## src/rtl/program_loader.sv

```systemverilog
// Byte-serial program image loader: writes instruction words into IMEM and
// holds the CPU in reset until the image checksum has been verified.
module program_loader #(
    parameter logic [31:0] BASE_ADDR = 32'h0000_0000,
    parameter int          MAX_WORDS = 1024
) (
    input  logic        clk,
    input  logic        rst_n,
    input  logic        start,
    input  logic [7:0]  byte_in,
    input  logic        byte_valid,
    output logic        byte_ready,
    output logic        mem_we,
    output logic [31:0] mem_addr,
    output logic [31:0] mem_data,
    output logic        cpu_hold,
    output logic        done,
    output logic        error
);
    localparam int IW = $clog2(MAX_WORDS + 1);

    typedef enum logic [2:0] {IDLE, LEN, DATA, CSUM, DONE, ERR} state_t;

    state_t         state, stateNext;
    logic [1:0]     byteCnt;
    logic [23:0]    shiftReg;
    logic [IW-1:0]  wordIdx, wordCnt, idxNext;
    logic [31:0]    xorAcc, field;
    logic           accept, fieldDone, lastWord, restart;

    assign accept    = byte_valid && byte_ready;
    assign fieldDone = accept && (byteCnt == 2'd3);
    assign field     = {shiftReg, byte_in};
    assign idxNext   = wordIdx + IW'(1);
    assign lastWord  = (idxNext == wordCnt);
    assign restart   = start && (state inside {IDLE, DONE, ERR});

    always_comb begin
        stateNext = state;
        case (state)
            IDLE, DONE, ERR: if (start) stateNext = LEN;
            LEN: if (fieldDone) begin
                if (field > 32'(MAX_WORDS)) stateNext = ERR;
                else if (field == 32'd0)    stateNext = CSUM;
                else                        stateNext = DATA;
            end
            DATA: if (fieldDone && lastWord) stateNext = CSUM;
            CSUM: if (fieldDone) stateNext = (field == xorAcc) ? DONE : ERR;
            default: stateNext = IDLE;
        endcase
    end

    always_ff @(posedge clk or negedge rst_n) begin
        if (!rst_n) state <= IDLE;
        else        state <= stateNext;
    end

    always_ff @(posedge clk or negedge rst_n) begin
        if (!rst_n) begin
            byte_ready <= 1'b0;
            mem_we     <= 1'b0;
            mem_addr   <= BASE_ADDR;
            mem_data   <= 32'd0;
            cpu_hold   <= 1'b1;
            done       <= 1'b0;
            error      <= 1'b0;
            byteCnt    <= 2'd0;
            shiftReg   <= 24'd0;
            wordIdx    <= '0;
            wordCnt    <= '0;
            xorAcc     <= 32'd0;
        end else begin
            // Status outputs follow the next state so they are registered yet
            // line up exactly with the state register.
            mem_we     <= 1'b0;
            byte_ready <= stateNext inside {LEN, DATA, CSUM};
            done       <= (stateNext == DONE);
            error      <= (stateNext == ERR);
            cpu_hold   <= (stateNext != DONE);
            if (restart) begin
                byteCnt <= 2'd0;
                wordIdx <= '0;
                wordCnt <= '0;
                xorAcc  <= 32'd0;
            end
            if (accept) begin
                byteCnt  <= byteCnt + 2'd1;
                shiftReg <= {shiftReg[15:0], byte_in};
            end
            if (fieldDone && state == LEN)
                wordCnt <= field[IW-1:0];
            if (fieldDone && state == DATA) begin
                mem_we   <= 1'b1;
                mem_addr <= BASE_ADDR + (32'(wordIdx) << 2);
                mem_data <= field;
                wordIdx  <= idxNext;
                xorAcc   <= xorAcc ^ field;
            end
        end
    end
endmodule

```

## config.mk

```make
export PLATFORM = sky130hd
export DESIGN_NAME = program_loader
export DESIGN_NICKNAME = d
export VERILOG_FILES = /design/src/rtl/program_loader.sv
export SDC_FILE = /design/constraint.sdc
export NUM_CORES = 1
export LEC_CHECK = 0
export CAP_MARGIN = 20
export CORE_ASPECT_RATIO = 0.7
export CORE_MARGIN = 2
export CORE_UTILIZATION = 60
export DETAILED_ROUTE_END_ITERATION = 10
export DONT_BUFFER_PORTS = 1
export HOLD_SLACK_MARGIN = 0.03
export PLACE_DENSITY_LB_ADDON = 0.15
export RECOVER_POWER = 100
export SLEW_MARGIN = 5
export SYNTH_ARGS = -nofsm -noshare
export SYNTH_HDL_FRONTEND = slang
export SYNTH_SLANG_ARGS = --single-unit
```

## constraint.sdc

```tcl
create_clock -name clk -period 2.3 [get_ports clk]
set_input_delay 0.46 -clock clk [delete_from_list [all_inputs] [get_ports clk]]
set_output_delay 0.46 -clock clk [all_outputs]
set_load 0.05 [all_outputs]
```

==> results.ini, run 1 <==
[outcome]
run_status=complete, but fails checks
violations=hold timing

[synth]
ys_async_sr_fraction=1.00
synth_edf_count=0
synth_seq_area_share=0.534
ys.warnings.count=0
mappedNetlistArea_mm2=0.00614
synth_top_flop_cell=sky130_fd_sc_hd__dfrtp_1
synth_cell_type_count=51
postSynthCellCount=641
avgSynthCellArea_um2=9.58
yosys_register_bits=131

[die]
die_y_extent_um=88.7
initial_core_util=0.625
core-area_mm2=0.00983
top_level_ports=81
chipWidth_um=125
area_enclosed_by_the_die_boundary_mm2=0.0111
placementRows=30

[drt]
routed_via_density=5.89
drt-initial-drc-count=513
final_antenna_net_count=0
firstDrtPassIters=5
drc=0
route.detailed.wl_per_inst_um=18.4
route.vias.total=4609
routed_wl_mm=14.4

[setup_path]
worst_ep_required_time_ps=2610
slowest_delay_ps=560
critical_path.startpoint_type=flip-flop
cells_along_the_critical_path=nand3_4 > xnor2_1 > or3b_4 > a2111oi_4 > nand4_2 > and3_1
setup.worst_path.class=flip-flop to flip-flop
worst_ep_arrival_time_ps=2520
critPathSlowestCell=sky130_fd_sc_hd__dfrtp_1
buffers_and_inverters_on_the_worst_path=0
worstSetupEndpointType=flip-flop
worst_path_dominant_cell_family=simple AND/OR/NAND/NOR gates
critPathMaxFanout=9

[sta]
timing.final.hold_violations=131
setup_slack_ps=86.5
grt_setup_unrepaired=false
timing.final.crit_period_ps=2210
clock-skew-final_ps=5.44
finalSetupViolCount=0
clock.fmax_mhz=452
slew-limit-headroom=0.508
hold-worst-slack_ps=-263
final_min_period_over_clock_period=0.962
report.final.slew_viol_count=0
setup-tns-final_ps=0
worst-slew-pin-transition_ps=732

[clocking]
tritoncts=built
clk_transition_reported_paths_ps=60
root_buffer=sky130_fd_sc_hd__clkbuf_16
post-cts-setup-buffer-count=0
clock_tree.htree_level_count=4
insertion_delay_ps=420
cts_num_sinks=131
clock_tree.buffer_depth=2
cts-buffers-inserted=17

[placed_design]
placement.setup.worst_slack_ps=81.2
port_buffers=0
placed_cells_incl_taps=750
place.detailed.hpwl_mm=9.40
gp_congestion=0.898

[finish]
final_cells=782
layout.area.seq_mm2=0.00328
post_route_cells_drive_above_1_share=0.119
multi_input_comb_area_mm2=0.00265
n_fill_cell=740
area_delta_synth_final_pct=10.5
num_antenna_cells=0
nNetsFinal=655

[power_and_ir_drop]
pwr-share-comb=0.169
intPower_uw=4810
total_switching_power_uw=2120
power.share.switching=0.306
max-vdd-ir-drop_uv=640
seqPwrFrac=0.446
power_per_cell_area_mw_per_mm2=1020
cellLeakagePower_uw=0.00318
share_clk_of_total_power=0.385

[global_route]
first_global_vias=4434
global_route.overflow_total=0
global_route_wire_length_before_repair_mm=23.7
grt_antenna_before_repair=0
grt_max_degree=132
grtUsageTotal=0.280

[job]
max-cap-violations=0

[hold_path]
hold_path_class=input pin to asynchronous set/reset pin

-- routing by layer --
| layer | wire, um | vias up | part of all wire | GRT usage |
|---|---|---|---|---|
| li1 | - | 2126 | - | - |
| met1 | 6800 | 2249 | 0.47 | 0.419 |
| met2 | 6060 | 216 | 0.42 | 0.402 |
| met3 | 1340 | 18 | 0.093 | 0.0647 |
| met4 | 203 | 0 | 0.014 | 0.104 |
| met5 | 0 | - | 0 | 0 |
-- flip-flops by register name, summed over array words and instances (netlist names) --
register,cells
byteCnt,2
wordCnt,11
byte_ready,1
shiftReg,24
mem_addr,11
done,1
mem_we,1
state,3
error,1
mem_data,32
wordIdx,11
xorAcc,32
cpu_hold,1
-- worst paths after layout --
path	cells past startpoint	end	startpoint	slack, ps
max	6	done	wordIdx[2]	90
min	0	mem_addr[5]	rst_n	-260
max reg2reg	6	done	wordIdx[2]	90
min reg2reg	1	xorAcc[12]	xorAcc[12]	490
max in group asynchronous	0	cpu_hold	rst_n	2280
min in group clk	2	wordCnt[2]	byte_in[2]	160
-- cell type report --
class                      instances  share of cell area
multi-input combinational        477               0.390
clock inverter                    13              0.0197
tap                              128              0.0236
sequential                       131               0.483
timing repair buffer              12              0.0160
clock buffer                      19              0.0667
inverter                           2             0.00111
-- through the flow --
stage               hold WS (ps)  total power [uW]  area [um^2]  utilization
finish                      -263              6930         6790        0.690
global route                -279              7200         6790        0.690
CTS                         -276              6930         6790        0.690
detailed placement           167              4260         6200        0.630
global placement             167              4220         6200        0.630
floorplan                    164              3930         6220            -
-- kinds of logic after synthesis --
logic type | after synthesis | synth area share
buffers and inverters | 53 | 0.0503
multiplexers | 25 | 0.0456
XOR/XNOR | 47 | 0.0670
AND/OR/NAND/NOR | 272 | 0.198
other | 1 | 0.000610
AO/OA/AOI/OAI | 110 | 0.100
adder cells (fa/ha/maj) | 2 | 0.00407
flip-flops | 131 | 0.534
-- layout by cell type (no fill, tap or decap), drive strengths merged, types with 7 or more instances in the layout --
cell and n:
nor4 9, mux2 24, nand3 11, o21ai 93, dfrtp 130, xor2 9
clkinv 7, buf 9, nand4 14, conb 21, clkbuf 22, nor2 45
nand2 169, xnor2 38
-- worst register-to-register path: stages, from the launching register on --
cell and delay, ps:
sky130_fd_sc_hd__dfrtp_1 560, sky130_fd_sc_hd__nand3_4 160, sky130_fd_sc_hd__xnor2_1 190, sky130_fd_sc_hd__or3b_4 400, sky130_fd_sc_hd__a2111oi_4 370, sky130_fd_sc_hd__nand4_2 190, sky130_fd_sc_hd__and3_1 230
-- power groups by stage --
stage / Sequential [uW] / Combinational, uW / Clock [uW]
3_3_place_gp: 3090 / 1130 / 0
3_5_place_dp: 3110 / 1160 / 0
5_1_grt: 3130 / 1280 / 2790
2_1_floorplan: 3000 / 929 / 0
6_report: 3090 / 1170 / 2670
4_1_cts: 3070 / 1170 / 2680
-- repair_timing --
action	in CTS	in global routing
resized for setup	0	3
setup endpoints to repair	0	16
hold endpoints to repair	131	131
-- cells in the mapped netlist, drive strengths merged, types with 2 or more instances --
| library cell | n | area, um^2 |
|---|---|---|
| o21ai | 93 | 465 |
| clkbuf | 13 | 48.8 |
| and3 | 4 | 35.0 |
| xnor2 | 38 | 333 |
| o31ai | 4 | 30.0 |
| mux2 | 24 | 270 |
| nand3 | 11 | 67.6 |
| nand3b | 3 | 22.5 |
| nor2 | 45 | 169 |
| nand2 | 169 | 637 |
| dfrtp | 130 | 3250 |
| or4 | 2 | 15.0 |
| ha | 2 | 25.0 |
| and2 | 2 | 15.0 |
| a21oi | 3 | 15.0 |
| a211oi | 2 | 15.0 |
| nand4 | 14 | 93.8 |
| xor2 | 9 | 78.8 |
| nand2b | 3 | 18.8 |
| nor4 | 9 | 62.6 |
| inv | 2 | 7.50 |
| nor3 | 4 | 31.3 |
| a2111oi | 4 | 60.1 |
| buf | 38 | 253 |
Note: power is estimated with default switching activity, not from simulation.
==> run 2, diff against run 1 <==
==> constraint.sdc (replaced) <==
create_clock -name clk -period 2.4 [get_ports clk]
set_input_delay 0.48 -clock clk [delete_from_list [all_inputs] [get_ports clk]]
set_output_delay 0.48 -clock clk [all_outputs]
set_load 0.05 [all_outputs]
==> run 2 against run 1 <==
Compared with the run above: the run still ends with hold timing left; combinational power decreased by 7%; count of clock-buffer cells in the layout is 2 higher; sequential share of layout area decreased by 0.34 points; critical endpoint unchanged; largest cell class unchanged.
==> results.ini, run 2 (synthesis gave the netlist of run 1 again) <==
[finish]
num_antenna_cells=0
layout.area.seq_mm2=0.00328
multi_input_comb_area_mm2=0.00262
layout_commonest_cell=sky130_fd_sc_hd__nand2_1
area_delta_synth_final_pct=11.3
largest_registers=mem_data: 32 flops, xorAcc: 32 flops, shiftReg: 24 flops
final_cells=780
final_cell_mix=sky130_fd_sc_hd__nand2_1, sky130_fd_sc_hd__dfrtp_1, sky130_fd_sc_hd__o21ai_0, sky130_fd_sc_hd__nor2_1, sky130_fd_sc_hd__o21ai_1
nNetsFinal=653
n_fill_cell=726
design_area_mm2=0.00684
post_route_cells_drive_above_1_share=0.120

[setup_path]
worst_ep_arrival_time_ps=2580
worst_r2r_path_depth=6
ff2ff_setup_slack_ps=130
r2r_end=done
critical_path.startpoint_type=flip-flop
worst_ep_required_time_ps=2710
setup.worst_path.class=flip-flop to flip-flop
critPathMaxFanout=9
worstSetupEndpointType=flip-flop
timing.rr.start=wordIdx[2]

[die]
area_enclosed_by_the_die_boundary_mm2=0.0111
initial_core_util=0.625
chipWidth_um=125
core-area_mm2=0.00983
placementRows=30
top_level_ports=81
die_y_extent_um=88.7

[drt]
routed_wl_mm=14.9
route.vias.total=4714
drc=0
route.detailed.wl_per_inst_um=19.1
final_antenna_net_count=0
drt-initial-drc-count=524
routed_via_density=6.04
firstDrtPassIters=6

[sta]
worst-slew-pin-transition_ps=743
clock.fmax_mhz=440
grt_setup_unrepaired=false
report.final.slew_viol_count=0
clock-skew-final_ps=10.2
timing.final.hold_violations=130
slew-limit-headroom=0.505
final_min_period_over_clock_period=0.947
finalSetupViolCount=0
setup-tns-final_ps=0
hold-worst-slack_ps=-247
timing.final.crit_period_ps=2270

[job]
max-cap-violations=0

[power_and_ir_drop]
seqPwrFrac=0.424
share_clk_of_total_power=0.420
power.share.switching=0.293
power_per_cell_area_mw_per_mm2=1030
cellLeakagePower_uw=0.00319
total_switching_power_uw=2060
power.total_uw=7030
max-vdd-ir-drop_uv=593
pwr-share-comb=0.156
intPower_uw=4970

[clocking]
root_buffer=sky130_fd_sc_hd__clkbuf_16
clock_tree.htree_level_count=4
cts-buffers-inserted=17
post-cts-setup-buffer-count=0
cts-resized-gates=0
cts_num_sinks=131
clk_transition_reported_paths_ps=60
tritoncts=built
insertion_delay_ps=420
clock_tree.buffer_depth=2

[global_route]
global_route.overflow_total=0
global_route_wire_length_before_repair_mm=24.1
grtUsageTotal=0.285
grt_antenna_before_repair=0
first_global_vias=4538
grt_max_degree=132

[placed_design]
port_buffers=0
place.detailed.hpwl_mm=9.43
gp_congestion=0.876
dpl-instance-area_mm2=0.00618
placed_cells_incl_taps=748

[outcome]
run_status=complete, but fails checks
violations=hold timing

[hold_path]
hold_path_class=input pin to asynchronous set/reset pin

[run 2: changes by cell type in the layout (fill, tap and decap cells not counted), sizes merged]
cell      before  now
clkbuf        22   24
clkinv         7    3
buf            9    7
clkinvlp       3    2
bufinv         2    5
[run 2: metal layers]
metal  GRT usage  wire length, um  up-vias
li1            -                -     2115
met1       0.413             6860     2367
met2       0.413             6470      210
met3      0.0985             1410       22
met4      0.0808              177        0
met5           0                0        -
[run 2: area by class of cell]
class | instances | area share
clock buffer | 21 | 0.0703
multi-input combinational | 477 | 0.384
inverter | 2 | 0.00110
sequential | 131 | 0.480
clock inverter | 11 | 0.0287
timing repair buffer | 10 | 0.0132
tap | 128 | 0.0234
[run 2: metrics by stage]
step,worst slack [ps],utilization
2_1_floorplan,184,-
3_3_place_gp,257,0.629
3_5_place_dp,210,0.629
4_1_cts,169,0.698
5_1_grt,29.3,0.695
6_report,127,0.695
[run 2: worst max path at each step]
stage                     startpoint         end  slack [ps]
final                     wordIdx[2]        done         130
after global routing      byteCnt[0]  wordIdx[9]          30
after CTS                 byteCnt[0]  xorAcc[16]         170
after detailed placement  byteCnt[0]  wordIdx[9]         210
after global placement    wordIdx[2]        done         260
after floorplan           byte_ready        done         180
[run 2: power groups by stage]
| stage | clock network [uW] | registers (uW) | logic (uW) |
|---|---|---|---|
| after floorplan | 0 | 2870 | 891 |
| after global placement | 0 | 2980 | 1050 |
| after detailed placement | 0 | 2990 | 1090 |
| after CTS | 2970 | 2970 | 1110 |
| after global routing | 3070 | 3030 | 1190 |
| final | 2950 | 2980 | 1090 |
[run 2: worst max-delay path: stages, from the launching register on]
cell                        delay [ps]
sky130_fd_sc_hd__dfrtp_1           560
sky130_fd_sc_hd__nand3_4           160
sky130_fd_sc_hd__xnor2_1           180
sky130_fd_sc_hd__or3b_4            380
sky130_fd_sc_hd__a2111oi_2         440
sky130_fd_sc_hd__nand4_2           200
sky130_fd_sc_hd__and3_1            230
